## src/rtl/rr_packet_mux_if.sv

```systemverilog
// rr_packet_mux_if
//   Bundle of the packet-mux data-path signals.
//   Upstream side : req_valid / req_data / req_last  in, req_ready out.
//   Downstream side: out_valid / out_data / out_last / out_src out, out_ready in.
//   Status        : busy (mux currently locked onto one source's packet).
//   Modports:
//     slave  - the mux itself (consumes requests, produces output beats)
//     master - the environment around it (drives requests, absorbs output)
interface rr_packet_mux_if #(
  parameter int DATA_W = 8,
  parameter int N_REQ  = 3
);

  logic [N_REQ-1:0]        req_valid;
  logic [N_REQ*DATA_W-1:0] req_data;
  logic [N_REQ-1:0]        req_last;
  logic [N_REQ-1:0]        req_ready;

  logic                    out_valid;
  logic [DATA_W-1:0]       out_data;
  logic                    out_last;
  logic [1:0]              out_src;
  logic                    out_ready;

  logic                    busy;

  modport slave (
    input  req_valid, req_data, req_last, out_ready,
    output req_ready, out_valid, out_data, out_last, out_src, busy
  );

  modport master (
    output req_valid, req_data, req_last, out_ready,
    input  req_ready, out_valid, out_data, out_last, out_src, busy
  );

endinterface

```

## src/rtl/rr_packet_mux.sv

```systemverilog
// rr_packet_mux
//   Merges three valid/ready packet streams (framed by a last-beat flag) onto
//   one registered output stream. A rotating one-hot priority ring picks the
//   next source at packet boundaries; once a multi-beat packet starts the
//   grant stays with that source until its last beat, even across bubbles.
//   The finishing source drops to lowest priority.
//
//   Ports:
//     clk    - system clock, rising edge
//     reset  - asynchronous active-low reset
//     bus    - rr_packet_mux_if.slave:
//                req_valid/req_data/req_last in, req_ready out (one-hot or 0)
//                out_valid/out_data/out_last/out_src registered outputs
//                out_ready in, busy out (high while locked mid-packet)
module rr_packet_mux #(
  parameter int DATA_W = 8,
  parameter int N_REQ  = 3
) (
  input  logic             clk,
  input  logic             reset,
  rr_packet_mux_if.slave   bus
);

  typedef enum logic [0:0] {
    IDLE   = 1'b0,
    LOCKED = 1'b1
  } state_t;

  // Next source index around the three-entry ring.
  function automatic logic [1:0] idx_inc(input logic [1:0] idx);
    case (idx)
      2'd0:    return 2'd1;
      2'd1:    return 2'd2;
      default: return 2'd0;
    endcase
  endfunction

  function automatic logic [2:0] idx_to_onehot(input logic [1:0] idx);
    case (idx)
      2'd0:    return 3'b001;
      2'd1:    return 3'b010;
      default: return 3'b100;
    endcase
  endfunction

  // prio_q is always one-hot; anything else falls back to source 0.
  function automatic logic [1:0] onehot_to_idx(input logic [2:0] oh);
    case (oh)
      3'b010:  return 2'd1;
      3'b100:  return 2'd2;
      default: return 2'd0;
    endcase
  endfunction

  // Registered state
  state_t            state_q,     state_d;
  logic [1:0]        owner_q,     owner_d;
  logic [2:0]        prio_q,      prio_d;
  logic              out_valid_q, out_valid_d;
  logic [DATA_W-1:0] out_data_q,  out_data_d;
  logic              out_last_q,  out_last_d;
  logic [1:0]        out_src_q,   out_src_d;
  logic              busy_q,      busy_d;

  // Combinational helpers
  logic              can_load_s;
  logic [1:0]        start_idx_s;
  logic [1:0]        cand1_idx_s;
  logic [1:0]        cand2_idx_s;
  logic [1:0]        winner_idx_s;
  logic              winner_vld_s;
  logic [1:0]        grant_idx_s;
  logic              grant_vld_s;
  logic              accept_s;
  logic              beat_last_s;
  logic [DATA_W-1:0] beat_data_s;
  logic [N_REQ-1:0]  req_ready_s;

  // Rotating-priority search: start at the prio position, then walk upward with wrap.
  always_comb begin
    start_idx_s  = onehot_to_idx(prio_q);
    cand1_idx_s  = idx_inc(start_idx_s);
    cand2_idx_s  = idx_inc(cand1_idx_s);
    winner_idx_s = start_idx_s;
    winner_vld_s = 1'b0;
    if (bus.req_valid[start_idx_s]) begin
      winner_idx_s = start_idx_s;
      winner_vld_s = 1'b1;
    end else if (bus.req_valid[cand1_idx_s]) begin
      winner_idx_s = cand1_idx_s;
      winner_vld_s = 1'b1;
    end else if (bus.req_valid[cand2_idx_s]) begin
      winner_idx_s = cand2_idx_s;
      winner_vld_s = 1'b1;
    end else begin
      winner_idx_s = start_idx_s;
      winner_vld_s = 1'b0;
    end
  end

  // Grant selection, accept decision and beat mux from the granted source.
  always_comb begin
    can_load_s = !out_valid_q || bus.out_ready;

    // While locked only the owner may be served; its valid gap is a bubble.
    if (state_q == LOCKED) begin
      grant_idx_s = owner_q;
      grant_vld_s = bus.req_valid[owner_q];
    end else begin
      grant_idx_s = winner_idx_s;
      grant_vld_s = winner_vld_s;
    end

    // Gating with reset keeps req_ready low for the whole time reset is held,
    // not just after the flops have cleared.
    accept_s = grant_vld_s && can_load_s && reset;

    if (accept_s) begin
      req_ready_s = idx_to_onehot(grant_idx_s);
    end else begin
      req_ready_s = 3'b000;
    end

    beat_last_s = bus.req_last[grant_idx_s];
    case (grant_idx_s)
      2'd0:    beat_data_s = bus.req_data[0        +: DATA_W];
      2'd1:    beat_data_s = bus.req_data[DATA_W   +: DATA_W];
      default: beat_data_s = bus.req_data[2*DATA_W +: DATA_W];
    endcase
  end

  // Next-state for the packet FSM, priority ring and registered output slot.
  always_comb begin
    state_d     = state_q;
    owner_d     = owner_q;
    prio_d      = prio_q;
    out_valid_d = out_valid_q;
    out_data_d  = out_data_q;
    out_last_d  = out_last_q;
    out_src_d   = out_src_q;

    if (accept_s) begin
      out_valid_d = 1'b1;
      out_data_d  = beat_data_s;
      out_last_d  = beat_last_s;
      out_src_d   = grant_idx_s;
      if (beat_last_s) begin
        // Packet done: the finishing source becomes lowest priority.
        state_d = IDLE;
        prio_d  = idx_to_onehot(idx_inc(grant_idx_s));
      end else begin
        state_d = LOCKED;
        owner_d = grant_idx_s;
      end
    end else if (bus.out_ready) begin
      // Slot drained with nothing new; data/last/src keep their last value.
      out_valid_d = 1'b0;
    end else begin
      out_valid_d = out_valid_q;
    end

    busy_d = (state_d == LOCKED);
  end

  // State and output registers; reset drops everything including a partial packet.
  always_ff @(posedge clk or negedge reset) begin
    if (!reset) begin
      state_q     <= IDLE;
      owner_q     <= 2'd0;
      prio_q      <= 3'b001;
      out_valid_q <= 1'b0;
      out_data_q  <= {DATA_W{1'b0}};
      out_last_q  <= 1'b0;
      out_src_q   <= 2'd0;
      busy_q      <= 1'b0;
    end else begin
      state_q     <= state_d;
      owner_q     <= owner_d;
      prio_q      <= prio_d;
      out_valid_q <= out_valid_d;
      out_data_q  <= out_data_d;
      out_last_q  <= out_last_d;
      out_src_q   <= out_src_d;
      busy_q      <= busy_d;
    end
  end

  assign bus.req_ready = req_ready_s;
  assign bus.out_valid = out_valid_q;
  assign bus.out_data  = out_data_q;
  assign bus.out_last  = out_last_q;
  assign bus.out_src   = out_src_q;
  assign bus.busy      = busy_q;

endmodule

```

## src/flat_wrapper.sv

```systemverilog
// flat-port wrapper written by rule: the top's interface ports become plain ports
module rr_packet_mux_flat 
#(
  parameter int DATA_W = 8,
  parameter int N_REQ  = 3
)
  (clk, reset, bus_req_valid, bus_req_data, bus_req_last, bus_out_ready, bus_req_ready, bus_out_valid, bus_out_data, bus_out_last, bus_out_src, bus_busy);
  rr_packet_mux_if #(.DATA_W(DATA_W), .N_REQ(N_REQ)) bus_i ();
  input  logic clk;
  input  logic reset;
  input wire logic [$bits(bus_i.req_valid)-1:0] bus_req_valid;
  input wire logic [$bits(bus_i.req_data)-1:0] bus_req_data;
  input wire logic [$bits(bus_i.req_last)-1:0] bus_req_last;
  input wire logic [$bits(bus_i.out_ready)-1:0] bus_out_ready;
  output wire logic [$bits(bus_i.req_ready)-1:0] bus_req_ready;
  output wire logic [$bits(bus_i.out_valid)-1:0] bus_out_valid;
  output wire logic [$bits(bus_i.out_data)-1:0] bus_out_data;
  output wire logic [$bits(bus_i.out_last)-1:0] bus_out_last;
  output wire logic [$bits(bus_i.out_src)-1:0] bus_out_src;
  output wire logic [$bits(bus_i.busy)-1:0] bus_busy;
  assign bus_i.req_valid = bus_req_valid;
  assign bus_i.req_data = bus_req_data;
  assign bus_i.req_last = bus_req_last;
  assign bus_i.out_ready = bus_out_ready;
  assign bus_req_ready = bus_i.req_ready;
  assign bus_out_valid = bus_i.out_valid;
  assign bus_out_data = bus_i.out_data;
  assign bus_out_last = bus_i.out_last;
  assign bus_out_src = bus_i.out_src;
  assign bus_busy = bus_i.busy;
  rr_packet_mux #(.DATA_W(DATA_W), .N_REQ(N_REQ)) u_core (.clk(clk), .reset(reset), .bus(bus_i));
endmodule
```

## config.mk

```make
export PLATFORM = sky130hd
export DESIGN_NAME = rr_packet_mux_flat
export DESIGN_NICKNAME = d
export VERILOG_FILES = /design/src/rtl/rr_packet_mux_if.sv /design/src/rtl/rr_packet_mux.sv /design/src/flat_wrapper.sv
export SDC_FILE = /design/constraint.sdc
export NUM_CORES = 1
export LEC_CHECK = 0
export ABC_CLOCK_PERIOD_IN_PS = 4000
export BUFFER_PORTS_ARGS = -buffer_cell sky130_fd_sc_hd__clkbuf_2
export CELL_PAD_IN_SITES_DETAIL_PLACEMENT = 1
export CELL_PAD_IN_SITES_GLOBAL_PLACEMENT = 2
export CORE_ASPECT_RATIO = 0.9
export CORE_UTILIZATION = 29
export DETAILED_ROUTE_END_ITERATION = 7
export PLACE_DENSITY = 0.89
export SYNTH_ARGS = -nofsm -noshare
export SYNTH_HDL_FRONTEND = slang
export SYNTH_SLANG_ARGS = --single-unit
```

## constraint.sdc

```tcl
create_clock -name clk -period 4 [get_ports clk]
set_input_delay 1 -clock clk [delete_from_list [all_inputs] [get_ports clk]]
set_output_delay 1 -clock clk [all_outputs]
set_load 0.03 [all_outputs]
```

Yosys cells after proc, flatten, opt, wreduce, memory -nomap -nowiden
Index checks and enable logic that the tools add are counted.

Order comparisons: 5. Equality and inequality tests: 6. Mux-type cells: 31. Bitwise gates (word level): 1. Reduce and logical (&&, ||, !) cells: 11.

Operator list (count): $pmux W2 S2 (4); $pmux W8 S2 (1); $lt A2 B3 Y1 const B (5); $mux W1 (12); $mux W2 (6); $pmux W3 S2 (2); $bmux W1 S2 (5); $eq A2 B1 Y1 const B (4); $logic_not A2 Y1 (4); $reduce_and A2 Y1 (2); $eq A3 B2 Y1 const B (1); $eq A3 B3 Y1 const B (1); $mux W3 (1); $logic_and A1 B1 Y1 (2); $reduce_bool A2 Y1 (1); $logic_not A1 Y1 (1); $logic_or A1 B1 Y1 (1); $not A1 Y1 (1).

Register bits after elaboration: 18. Input port bits: 33. Output and inout bits: 16. Logic and storage cells: 61.

Depth between registers and ports, before layout
Word-level depth: 18. Depth in mapped cells: 8.

Worst setup path before layout
No wires, ideal clock.

Path kind: input-to-output. Start: input bus_req_valid[0]. End: output bus_req_ready[2]. Data arrival time: 2.538 ns. Required time: 3.000 ns. Setup slack: 0.462 ns. Cell stages on the path: 6. Cell sequence: or4b_4 > a21oi_2 > o211ai_2 > and2_4 > buf_2 > nor2_1.

Cells in the longest elaborated chain, start to end: 9. Elaborated cells between the ends (all ways): 22.

Ends and longest elaborated chain: start, declared (RTL line flat_wrapper.sv:11) `input wire logic [$bits(bus_i.req_valid)-1:0] bus_req_valid;`; $bmux W1 S2 (RTL line rr_packet_mux.sv:92) `end else if (bus.req_valid[cand2_idx_s]) begin`; $mux W1 (implied by the code) (RTL line rr_packet_mux.sv:92); $mux W2 / $mux W1 (equally long branches) (RTL line rr_packet_mux.sv:92); $mux W2 / $mux W1 (equally long branches) (RTL line rr_packet_mux.sv:89) `end else if (bus.req_valid[cand1_idx_s]) begin`; $mux W2 / $mux W1 (equally long branches) (RTL line rr_packet_mux.sv:86) `if (bus.req_valid[start_idx_s]) begin`; $mux W2 / $mux W1 (equally long branches) (RTL line rr_packet_mux.sv:106) `if (state_q == LOCKED) begin`; $eq A2 B1 Y1 (tied with other cells) (RTL line rr_packet_mux.sv:39) `case (idx)`; $pmux W3 S2 / $logic_and A1 B1 Y1 (equally long branches) (RTL line rr_packet_mux.sv:39, rr_packet_mux.sv:116); $mux W3 * (RTL line rr_packet_mux.sv:118) `if (accept_s) begin`; end, declared (RTL line flat_wrapper.sv:15) `output wire logic [$bits(bus_i.req_ready)-1:0] bus_req_ready;`.

Mark *: on every way between the ends. The rest lies on a longest branch, timed or not. The select of a mux whose other input is x is not followed.

Final worst setup path
Start: input bus_req_valid[0]. End: output bus_req_ready[0].

Same word-level chain as after synthesis.

==> metrics <==
outcome=finished, violations left; violated checks=design-rule violations; GRT overflow=0; initial core utilization=0.301; Mapped Nets=176; drt via density=5.34; area fraction in compound gates after synthesis=0.307; Synth Register Bits=18; worst path arrival time=2.58 ns; max-slew violation count=0; core area=4070 µm²; Setup CP Type=in2out; main combinational cell family by area after synthesis=compound AO/OA/AOI/OAI gates; Die Ht=63.7 µm; Final Skew=0.00222 ns; Worst slew margin=0.722; metal3 WL=119 µm; pre-CTS setup slack=0.421 ns; first-pass GRT wire length=6130 µm; post-synthesis instance area=1230 µm²; XOR/XNOR Fraction of Synth Area=0.00714; final WL=3680 µm; GP Congestion=0.871; Power Dens Cells=806 nW/µm²; Max Used Layer=met4; Mapped Cells=143; crit path capture type=primary output; I/O pin cnt=49; CP required=3.00 ns; DRT Pass-1 Iters=8; Net count, final=224; largest net degree at the start of global routing=19; Remaining DRCs=6; YS warnings=0; Startpoint Class=primary input; Final setup viols=0; HP Start=u_core.bus.out_data[7]$_DFFE_PN0P_; DIE AREA=4500 µm²; layout cells sized above 1=0.342; num rows=22; metal2 WL=1780 µm; Simple-Gate Fraction of Synth Area=0.239; Post-synth EDFFs=0; RSZ-0062 raised after global routing=false; Clk Tree Root Cell=clkbuf_8; DRT antenna net count=0; FF-to-FF Start=u_core.prio_q[0]$_DFFE_PN1P_; Max VDD drop=0.000315 V; Critical Path Fanout Max=15; max cap viols=0; Leak=0.000743 µW; initial antenna violation count=0; chip width=70.6 µm; IO Port Bufs=48; fin crit share=0.894; final hold slack=0.481 ns; HP Class=reg2reg; mux contribution to synthesized area=0.0163; Synth Flop Type=dfrtp_1; Adder-Cell Fraction of Synth Area=0; Num CTS Buffers=3; Layout area overhead=25.8%; Detailed Place HPWL=2850 µm; clk slew on worst S/H paths=0.07 ns; diode count=0; Slew @ Worst Pin=0.412 ns; clk sink count=18; Achievable Freq=0.279 GHz; post-CTS setup buffer count=0; Avg Inst Size Synth=8.58 µm²; crit path from=bus_req_valid[0]; via count=1272; insertion delay to the later sink of the worst-skew pair=0.25 ns; GRT Util Overall=0.173; final setup TNS=0 ns; Cell variety after synth=43; wire per inst=15.4 µm; post-synthesis sequential area ratio=0.368; met1 wire length=1740 µm; Hold Vio Cnt, Final=0; vias in the first global route=1303; CTS tree=built; H-Tree Depth=1; Post-CTS Hold Fix Bufs=0; PostCTS Resize Cnt=0; DR iter-0 viols=86; Layout Utilization=0.379; fin crit period=3.58 ns; Clock Path Buffers=2; final worst slack=0.422 ns; asr flop ratio synth=1.00
## area by class of cell
| type | count | area, µm² |
|---|---|---|
| Clock buffer | 4 | 45.0 |
| Fill cell | 509 | 2530 |
| Inverter | 3 | 11.3 |
| Multi-Input combinational cell | 112 | 698 |
| Sequential cell | 18 | 452 |
| Tap cell | 48 | 60.1 |
| Timing Repair Buffer | 53 | 278 |
## worst max-delay path, stage by stage
cell,delay (ns)
clkbuf_2,0.13
or4b_4,0.55
a21oi_2,0.17
o211ai_2,0.13
nand2_2,0.28
nor3_1,0.12
clkbuf_2,0.21
## power by group
group | leakage, µW | internal, µW | switching, µW | total, µW
Sequential | 0.000208 | 269 | 85.3 | 355
Combinational | 0.000513 | 264 | 495 | 759
Clock | 0.0000228 | 70.7 | 59.4 | 130
Total | 0.000743 | 605 | 639 | 1240
## Yosys cell counts, types with 3 or more instances
cell      count  area, µm²
o31ai_1       8       60.1
buf_2         5       25.0
nand2_1      22       82.6
a211oi_1     10       75.1
a31oi_1       3       18.8
o21ai_0       3       15.0
nand2b_1      3       18.8
dfrtp_1      17        425
inv_1         3       11.3
nor3_1        3       15.0
nor2_1       24       90.1
## worst paths after layout
check,to,slack (ns),cells past startpoint
max reg2reg,u_core.prio_q[2]$_DFFE_PN0P_,1.59,7
max,bus_req_ready[0],0.42,7
min reg2reg,u_core.bus.out_data[7]$_DFFE_PN0P_,0.48,2
min,u_core.bus.out_data[7]$_DFFE_PN0P_,0.48,2
max in group asynchronous,u_core.prio_q[0]$_DFFE_PN1P_,3.00,2
min in group asynchronous,u_core.bus.out_src[1]$_DFFE_PN0P_,0.74,2
## flip-flops by register name, indices dropped and copies added, names as in the netlist
signal	flops
u_core.bus.out_data	8
u_core.bus.out_last	1
u_core.bus.out_valid	1
u_core.owner_q	2
u_core.prio_q	3
u_core.bus.out_src	2
u_core.state_q	1
## layer usage
metal / vias to the layer above / GRT usage
li1: 614 / -
met1: 625 / 0.235
met2: 29 / 0.285
met3: 4 / 0.0336
met4: 0 / 0.0350
met5: - / 0
## cell usage in the layout (no fill, tap or decap), types with 2 or more instances in the layout
cell | netlist | final
inv_1 | 3 | 3
a31oi_1 | 3 | 3
mux2i_1 | 2 | 2
clkbuf_2 | 0 | 48
a211oi_1 | 10 | 10
a211o_1 | 2 | 2
nor2b_1 | 2 | 2
o21ai_0 | 3 | 3
nand2_1 | 22 | 22
nand2b_1 | 3 | 3
o31ai_1 | 8 | 8
nor2_1 | 24 | 24
and2_1 | 2 | 2
nor3_1 | 3 | 3
o22a_1 | 2 | 2
a21boi_0 | 2 | 2
a221o_1 | 2 | 2
clkbuf_8 | 0 | 3
dfrtp_1 | 17 | 17
buf_4 | 2 | 5
a21oi_1 | 2 | 2
## stage by stage
step,cell area (µm²),cells,power (µW)
after global placement,1500,234,1090
final,1540,238,1240
after CTS,1540,238,1260
after detailed placement,1500,234,1120
after floorplan,1230,143,922
after global routing,1540,238,1350
## logic make-up (layout without fill, tap and decap cells)
kind of cell	after synthesis	count (layout)
flops	18	18
compound gates	46	46
simple gates	63	63
buf+inv	13	60
mux	2	2
xor+xnor	1	1
No activity file was read; power rests on OpenSTA's default activity.
